==> config.mk <==
export PLATFORM = sky130hd
export DESIGN_NAME = alu_seq_unit
export DESIGN_NICKNAME = d
export VERILOG_FILES = /design/src/rtl/alu_seq_unit.sv
export SDC_FILE = /design/constraint.sdc
export NUM_CORES = 1
export LEC_CHECK = 0
export BUFFER_PORTS_ARGS = -buffer_cell sky130_fd_sc_hd__buf_2
export CELL_PAD_IN_SITES_DETAIL_PLACEMENT = 1
export CELL_PAD_IN_SITES_GLOBAL_PLACEMENT = 1
export CORE_UTILIZATION = 49
export CTS_CLUSTER_DIAMETER = 60
export DETAILED_ROUTE_END_ITERATION = 7
export PLACE_DENSITY = 0.89
export SYNTH_ARGS = -nofsm -noshare
export SYNTH_HDL_FRONTEND = slang
export SYNTH_SLANG_ARGS = --single-unit
export TNS_END_PERCENT = 10
==> constraint.sdc <==
create_clock -name clk -period 7.8 [get_ports clk]
set_input_delay 0.78 -clock clk [delete_from_list [all_inputs] [get_ports clk]]
set_output_delay 0.78 -clock clk [all_outputs]
set_load 0.01 [all_outputs]
==> src/rtl/alu_seq_unit.sv <==
// Handshaked sequential 8-bit ALU with a 16-bit result; MUL and DIV iterate over 8 cycles.
// Optional build macro ALU_DIV_REM_EN: DIV returns {remainder, quotient} instead of {8'h00, quotient}.
module alu_seq_unit (
    input  logic        clk,
    input  logic        rst_n,
    input  logic        req_valid,
    output logic        req_ready,
    input  logic [7:0]  req_a,
    input  logic [7:0]  req_b,
    input  logic [3:0]  req_sel,
    output logic        rsp_valid,
    input  logic        rsp_ready,
    output logic [15:0] rsp_data,
    output logic        rsp_err
);

    // Handshake: a transfer happens on a rising edge where valid && ready are both high;
    // valid never waits on ready, and the producer holds its payload stable until that edge.
    typedef enum logic [1:0] {IDLE = 2'd0, BUSY = 2'd1, DONE = 2'd2} state_t;

    localparam logic [3:0] SEL_ADD = 4'b0000;
    localparam logic [3:0] SEL_SUB = 4'b0001;
    localparam logic [3:0] SEL_MUL = 4'b0010;
    localparam logic [3:0] SEL_DIV = 4'b0011;
    localparam logic [3:0] SEL_AND = 4'b0100;
    localparam logic [3:0] SEL_OR  = 4'b0101;
    localparam logic [3:0] SEL_NOT = 4'b0110;
    localparam logic [3:0] SEL_XOR = 4'b0111;
    localparam logic [3:0] SEL_SHL = 4'b1000;
    localparam logic [3:0] SEL_SHR = 4'b1001;

    state_t      state;
    state_t      state_next;
    logic [2:0]  cnt;
    logic        is_div;
    logic [7:0]  op_a;
    logic [7:0]  op_b;
    logic [15:0] acc;
    logic [15:0] acc_next;
    logic [15:0] long_res;

    logic        accept;
    logic        req_long;
    logic [15:0] short_res;
    logic        short_err;

    logic [15:0] mul_term;
    logic [8:0]  div_trial;
    logic        div_ge;
    logic [7:0]  div_diff;
    logic [7:0]  div_rem;

    assign accept   = req_valid && (state == IDLE);
    assign req_long = (req_sel == SEL_MUL) || ((req_sel == SEL_DIV) && (req_b != 8'h00));

    // Results for everything that finishes in the accept cycle, including both error cases.
    always_comb begin
        short_res = 16'h0000;
        short_err = 1'b0;
        case (req_sel)
            SEL_ADD: short_res = {8'h00, req_a} + {8'h00, req_b};
            SEL_SUB: short_res = {8'h00, req_a} - {8'h00, req_b};
            SEL_DIV: begin
`ifdef ALU_DIV_REM_EN
                short_res = {req_a, 8'hFF};
`else
                short_res = 16'h00FF;
`endif
                short_err = 1'b1;
            end
            SEL_AND: short_res = {8'h00, req_a & req_b};
            SEL_OR:  short_res = {8'h00, req_a | req_b};
            SEL_NOT: short_res = {8'h00, ~req_a};
            SEL_XOR: short_res = {8'h00, req_a ^ req_b};
            SEL_SHL: short_res = (req_b >= 8'd16) ? 16'h0000 : ({8'h00, req_a} << req_b[3:0]);
            SEL_SHR: short_res = (req_b >= 8'd8) ? 16'h0000 : ({8'h00, req_a} >> req_b[2:0]);
            SEL_MUL: short_res = 16'h0000;
            default: begin
                short_res = 16'h0000;
                short_err = 1'b1;
            end
        endcase
    end

    // One iteration step: shift-add for MUL; restoring division with acc = {remainder, dividend/quotient}.
    always_comb begin
        mul_term  = op_b[cnt] ? ({8'h00, op_a} << cnt) : 16'h0000;
        div_trial = {acc[15:8], acc[7]};
        div_ge    = div_trial >= {1'b0, op_b};
        div_diff  = div_trial[7:0] - op_b;
        div_rem   = div_ge ? div_diff : div_trial[7:0];
        acc_next  = is_div ? {div_rem, acc[6:0], div_ge} : (acc + mul_term);
`ifdef ALU_DIV_REM_EN
        long_res  = acc_next;
`else
        long_res  = is_div ? {8'h00, acc_next[7:0]} : acc_next;
`endif
    end

    always_ff @(posedge clk) begin
        if (!rst_n) begin
            state <= IDLE;
        end else begin
            state <= state_next;
        end
    end

    always_comb begin
        state_next = state;
        case (state)
            IDLE: if (accept) state_next = req_long ? BUSY : DONE;
            BUSY: if (cnt == 3'd7) state_next = DONE;
            DONE: if (rsp_ready) state_next = IDLE;
            default: state_next = IDLE;
        endcase
    end

    always_comb begin
        req_ready = (state == IDLE);
        rsp_valid = (state == DONE);
    end

    // Datapath; rsp_data/rsp_err only change on accept of a short op or on the last BUSY step.
    always_ff @(posedge clk) begin
        if (!rst_n) begin
            cnt      <= 3'd0;
            is_div   <= 1'b0;
            op_a     <= 8'h00;
            op_b     <= 8'h00;
            acc      <= 16'h0000;
            rsp_data <= 16'h0000;
            rsp_err  <= 1'b0;
        end else begin
            case (state)
                IDLE: begin
                    if (accept) begin
                        op_a   <= req_a;
                        op_b   <= req_b;
                        cnt    <= 3'd0;
                        is_div <= (req_sel == SEL_DIV);
                        if (req_long) begin
                            acc <= (req_sel == SEL_DIV) ? {8'h00, req_a} : 16'h0000;
                        end else begin
                            rsp_data <= short_res;
                            rsp_err  <= short_err;
                        end
                    end
                end
                BUSY: begin
                    acc <= acc_next;
                    cnt <= cnt + 3'd1;
                    if (cnt == 3'd7) begin
                        rsp_data <= long_res;
                        rsp_err  <= 1'b0;
                    end
                end
                default: ;
            endcase
        end
    end

endmodule

==> flow_summary.toml, run 1 <==
[routing]
drt-initial-drc-count = 567
dr_total_vias = 6466
drt-vias-per-instance = 6.59
drt-total-wl_um = 22600
drc = 0
postRouteAntennaNets = 0
wire_per_inst_um = 23.1
first_pass_iters = 6

[floorplanning]
core_um2 = 12000
die_height_um = 113
start_util_pct = 50.5
die_w_um = 113
io_pins = 43
rows = 40
dieArea_um2 = 12800

[pwr]
power_switching_share_pct = 36.8
comb_power_share_pct = 33.7
pwr-share-clk_pct = 28.5
p_leak_nw = 2.58
vdd_drop_max_uv = 102
internal_power_mw = 0.528
switchingPower_mw = 0.307
power_density_nw_per_um2 = 131
p_seq_share_pct = 37.8

[timing]
hold_viol_final = 0
fmax_ghz = 0.260
rsz0062_at_grt = "no"
finalCritPeriodShare_pct = 49.3
worstMarginPinSlew_ps = 1130
slew_viol_final = 0
layout_setup_ws_ps = 3960
post-route-min-period_ps = 3840
setup_viol = 0
clock-skew-final_ps = 4.94
relSlewSlack_pct = 24.1
tns_ps = 0

[setup_path]
worstSetupStartpoint = "cnt[0]"
critPathBufInv = 0
slowest_delay_ps = 700
required_ps = 7950
cp_slowest_cell = "dfxtp_1"
worstSetupEndpointType = "register"
r2r_start = "cnt[0]"
cpMostUsedCell = "nor2_1"
crit_fanout = 17
cp-start-kind = "register"
crit_chain = "mux4_2 > nand2_1 > and2_1 > nor2_1 > ha_1 > nand4_1 > nor3b_1 > a22oi_2 > o311ai_1 > nand3_1 > a221oi_1 > nor2_1"
crit_family = "simple AND/OR/NAND/NOR gates"
cp.arrival_ps = 3990
path_class = "reg -> reg"

[yosys]
yosysTopAreaCell = "dfxtp_1"
synth_cell_types = 76
synth-main-ff-cell = "dfxtp_1"
synth_top_area_share_pct = 18.2
synthArstFlopShare_pct = 0
ys_ff_latch = 55
synthCells = 834
yosysWarnings = 0
ys_seq_area_share_pct = 18.2
syn_nets = 912
synthTopCellsByArea = "dfxtp_1 18%, ha_1 10%, a21oi_1 8.0%, nor2_1 5.9%, nand2_1 5.9%"
avgSynthCellArea_um2 = 7.27
syn_area_um2 = 6060
synth_edf_count = 0

[global_route]
grt_pass1_vias = 6365
grt_first_pass_wirelength_um = 35300
grt_antenna_before_repair = 0
grt_max_degree = 33
grt.total_usage_pct = 35.9
overflow = 0

[clock_tree]
cts_setup_buffers = 0
cts-root-buf = "clkbuf_16"
cts_resized = 0
cts_tree = "done"
cts_max_path_buffers = 2
hold_buffers = 0
cts_buffers = 5
clk_pin_slew_worst_paths_ps = 70
htree_levels = 2
clk_latency_ps = 300
clock-sinks = 55

[status]
status = "finished, final reports clean"

[placement]
dpl_cell_area_um2 = 6240
gp_congestion = 1.03
place_ws_ps = 4030
io_buffers = 42
dp_hpwl_um = 17400
placed_cells = 973

[layout]
fin_util_pct = 53.3
stdcell_area_um2 = 6400
area_delta_synth_final_pct = 5.53
n_antenna_cell = 0
drive_above_1_share_pct = 10.1
fin_cells = 981
final_net_count = 911

[hold_path]
min_path_type = "reg -> reg"
worstHoldStart = "op_a[3]"

[flow_run]
cap_violations = 0
-- path summary, 6_finish.rpt --
check             endpoint  slack [ps]  depth (start not counted)
setup / recovery   acc[15]        3960                         12
hold / removal     op_a[3]         480                          2
setup reg to reg   acc[15]        3960                         12
hold reg to reg    op_a[3]         480                          2
-- power by group through the flow --
| stage | registers, mW | clock network [mW] | logic [mW] |
|---|---|---|---|
| 3_5_place_dp | 0.321 | 0 | 0.274 |
| 2_1_floorplan | 0.317 | 0 | 0.192 |
| 6_report | 0.316 | 0.238 | 0.282 |
| 5_1_grt | 0.317 | 0.246 | 0.306 |
| 4_1_cts | 0.315 | 0.238 | 0.276 |
| 3_3_place_gp | 0.320 | 0 | 0.265 |
-- sequential cells by signal (all words and copies together), names as in the netlist --
name,count
acc,16
cnt,3
is_div,1
op_a,8
op_b,8
rsp_data,16
rsp_err,1
state,2
-- tightest hold or removal path, cell delays in order (launching register included) --
cell,delay [ps]
dfxtp_1,320
nand2_1,60
a21oi_1,60
-- cell usage in the layout (no fill, tap or decap), drive strengths merged, types with 5 or more instances in the layout --
master | netlist | layout
a22o | 6 | 6
o221a | 6 | 6
a2111oi | 5 | 5
o31ai | 6 | 6
a21oi | 98 | 98
mux2 | 5 | 5
a22oi | 9 | 9
mux4 | 10 | 10
nor2b | 11 | 11
a31oi | 11 | 11
dfxtp | 55 | 55
ha | 50 | 50
clkbuf | 34 | 7
a221oi | 7 | 7
xnor2 | 11 | 11
nand2 | 96 | 96
mux2i | 23 | 23
nand2b | 12 | 12
inv | 41 | 41
nor3 | 24 | 24
o22ai | 5 | 5
xor2 | 7 | 7
o21bai | 6 | 6
nor2 | 96 | 96
o21ai | 56 | 56
and2 | 6 | 6
or2 | 5 | 5
buf | 19 | 45
o211ai | 5 | 5
nand3 | 12 | 12
a21o | 7 | 7
nor3b | 8 | 8
a211oi | 16 | 16
o21a | 7 | 7
-- cells by family after synthesis --
| logic type | count (synthesis) | synth area share [%] |
|---|---|---|
| multiplexers | 38 | 8.44 |
| XOR/XNOR | 18 | 2.60 |
| buffers and inverters | 96 | 6.50 |
| adder cells (fa/ha/maj) | 54 | 11.6 |
| AND/OR/NAND/NOR | 290 | 22.1 |
| flip-flops | 55 | 18.2 |
| AO/OA/AOI/OAI | 283 | 30.6 |
-- synth_stat cells (all sizes together) (10+ instances only) --
library cell   n
mux4          10
o21ai         56
a21oi         98
ha            50
clkbuf        34
dfxtp         55
nor3          24
nand3         12
nor2b         11
a31oi         11
a211oi        16
xnor2         11
nand2b        12
buf           19
mux2i         23
nand2         96
nor2          96
inv           41
-- cell type report --
type / count / area [µm²]
Clock buffer: 7 / 143
Clock inverter: 1 / 8.76
Fill cell: 1575 / 5620
Inverter: 43 / 161
Multi-Input combinational cell: 683 / 4570
Sequential cell: 55 / 1100
Tap cell: 147 / 184
Timing Repair Buffer: 45 / 233
-- routing by layer --
layer / vias up / wire (µm) / track usage, %
met2: 251 / 10300 / 58.5
met1: 3143 / 9890 / 48.2
met5: - / 0 / 0
met4: 0 / 524 / 9.65
met3: 42 / 1890 / 7.28
li1: 3030 / - / -
-- per-stage QoR --
step | power (mW) | hold slack (ps)
floorplan | 0.508 | 441
global placement | 0.585 | 464
detailed placement | 0.595 | 476
CTS | 0.829 | 486
global route | 0.868 | 507
finish | 0.835 | 483
(Power assumes the default switching activity.)
==> run 2, diff against run 1 <==
--- a/config.mk
+++ b/config.mk
@@ -8,10 +8,10 @@
 export BUFFER_PORTS_ARGS = -buffer_cell sky130_fd_sc_hd__buf_2
 export CELL_PAD_IN_SITES_DETAIL_PLACEMENT = 1
 export CELL_PAD_IN_SITES_GLOBAL_PLACEMENT = 1
-export CORE_UTILIZATION = 49
+export CORE_UTILIZATION = 46
 export CTS_CLUSTER_DIAMETER = 60
 export DETAILED_ROUTE_END_ITERATION = 7
-export PLACE_DENSITY = 0.89
+export PLACE_DENSITY = 0.84
 export SYNTH_ARGS = -nofsm -noshare
 export SYNTH_HDL_FRONTEND = slang
 export SYNTH_SLANG_ARGS = --single-unit
==> constraint.sdc (replaced) <==
create_clock -name clk -period 3.74 [get_ports clk]
set_input_delay 0.374 -clock clk [delete_from_list [all_inputs] [get_ports clk]]
set_output_delay 0.374 -clock clk [all_outputs]
set_load 0.01 [all_outputs]
==> flow_summary.toml, run 2 (same netlist as run 1, synthesis figures left out) <==
[global_route]
grt_busiest_layer = "met2"
grtUsageMet1_pct = 46.6
grt_first_pass_wirelength_um = 35200
met3_usage_pct = 6.95
overflow = 0
grt_max_degree = 33
grt.total_usage_pct = 34.0
grt_pass1_vias = 6412
grt_use_met2_pct = 53.5
grt_antenna_before_repair = 0

[routing]
drc = 0
drt-vias-per-instance = 6.40
drt-total-wl_um = 22600
first_pass_iters = 5
dr_total_vias = 6532
postRouteAntennaNets = 0
drt-initial-drc-count = 551
wire_per_inst_um = 22.1

[timing]
rsz0062_at_grt = "no"
relSlewSlack_pct = 29.8
fmax_ghz = 0.286
tns_ps = 0
clock-skew-final_ps = 8.81
hold_viol_final = 0
post-route-min-period_ps = 3500
setup_viol = 0
worstMarginPinSlew_ps = 1050
slew_viol_final = 0
finalCritPeriodShare_pct = 93.6

[clock_tree]
cts_resized = 0
clk_pin_slew_worst_paths_ps = 80
cts-root-buf = "clkbuf_16"
cts_buffers = 5
htree_levels = 2
clk_latency_ps = 300
cts_tree = "done"
clock-sinks = 55
hold_buffers = 0
cts_setup_buffers = 0
cts_max_path_buffers = 2

[floorplanning]
io_pins = 43
start_util_pct = 47.6
dieArea_um2 = 13600
die_height_um = 117
die_w_um = 117
rows = 41
core_um2 = 12700

[layout]
final_net_count = 925
drive_above_1_share_pct = 11.6
fin_util_pct = 51.6
top_regs = "acc (16), rsp_data (16)"
area_delta_synth_final_pct = 8.40
fin_cells = 1020
regArea_um2 = 1100
multi_input_area_um2 = 4570
final_common_cell = "a21oi_1"
fillers = 1655
layout_common_cells = "97 x a21oi_1, 96 x nor2_1, 95 x nand2_1, 55 x dfxtp_1, 50 x ha_1"
n_antenna_cell = 0
stdcell_area_um2 = 6570

[setup_path]
r2r-end = "acc[15]"
required_ps = 3900
path_class = "reg -> reg"
cpMostUsedCell = "nor2_1"
slowest_delay_ps = 470
r2r_slack_ps = 240
rr_worst_depth = 14
crit_fanout = 12
cp_slowest_cell = "dfxtp_1"
worstSetupEndpointType = "register"
r2r_start = "cnt[1]"
cp.arrival_ps = 3660
crit_chain = "buf_4 > mux2_2 > o21ai_0 > nor2_1 > nor2_1 > nor2_1 > ha_1 > nand4_1 > nor3b_1 > a22oi_2 > o311ai_1 > nand3_1 > a221oi_1 > nor2_1"
cp-start-kind = "register"

[pwr]
vdd_drop_max_uv = 159
power_mw = 1.86
p_leak_nw = 2.67
power_density_nw_per_um2 = 284

[placement]
dp_hpwl_um = 17600
dpl_cell_area_um2 = 6380
placed_cells = 1012
io_buffers = 42
gp_congestion = 0.922

[status]
status = "finished, final reports clean"

[hold_path]
min_path_type = "in -> reg"
worstHoldPathCells = 3
worstHoldStart = "rsp_ready"
whs_endpoint = "state[1]"

[flow_run]
cap_violations = 0
-- run 2: cell types whose count changed in the layout (fill, tap and decap cells not counted) --
cell and delta:
buf_4 +14, bufinv_16 +2, clkbuf_8 -1, clkinv_4 -1
-- run 2: worst max path at each step --
stage           start           end  depth (start not counted)
3_3_place_gp   cnt[0]       acc[13]                         11
3_5_place_dp   cnt[0]  rsp_data[13]                         11
5_1_grt        cnt[1]  rsp_data[13]                         14
2_1_floorplan  cnt[0]       acc[13]                         15
6_report       cnt[1]       acc[15]                         14
4_1_cts        cnt[1]       acc[15]                         14
-- run 2: per-stage QoR --
| stage | worst slack, ps | hold slack [ps] |
|---|---|---|
| 5_1_grt | 13.3 | 372 |
| 3_3_place_gp | 457 | 469 |
| 3_5_place_dp | 306 | 475 |
| 4_1_cts | 269 | 341 |
| 6_report | 240 | 343 |
| 2_1_floorplan | 287 | 441 |
-- run 2: layer usage --
layer | wire length (µm) | share of wire (%)
met1 | 10300 | 46
met3 | 1750 | 7.8
met4 | 667 | 3.0
met2 | 9830 | 44
met5 | 0 | 0
-- run 2: cell type report --
| class | instances | area share [%] |
|---|---|---|
| multi-input combinational | 683 | 69.5 |
| sequential | 55 | 16.8 |
| inverter | 43 | 2.46 |
| clock inverter | 2 | 0.914 |
| clock buffer | 6 | 1.96 |
| timing repair buffer | 59 | 5.14 |
| tap | 172 | 3.28 |
-- run 2: report_power, final --
| part | internal, mW | switching (mW) |
|---|---|---|
| Combinational | 0.221 | 0.382 |
| Sequential | 0.620 | 0.0313 |
| Clock | 0.385 | 0.225 |
| Total | 1.23 | 0.638 |
-- run 2: worst max-delay path: cells and delay by family, from the launching register on --
kind            cells  cell delay (ps)
mux                 1              360
flops               1              470
simple gates        7              910
fa+ha+maj           1              400
compound gates      4              960
buf+inv             1              250
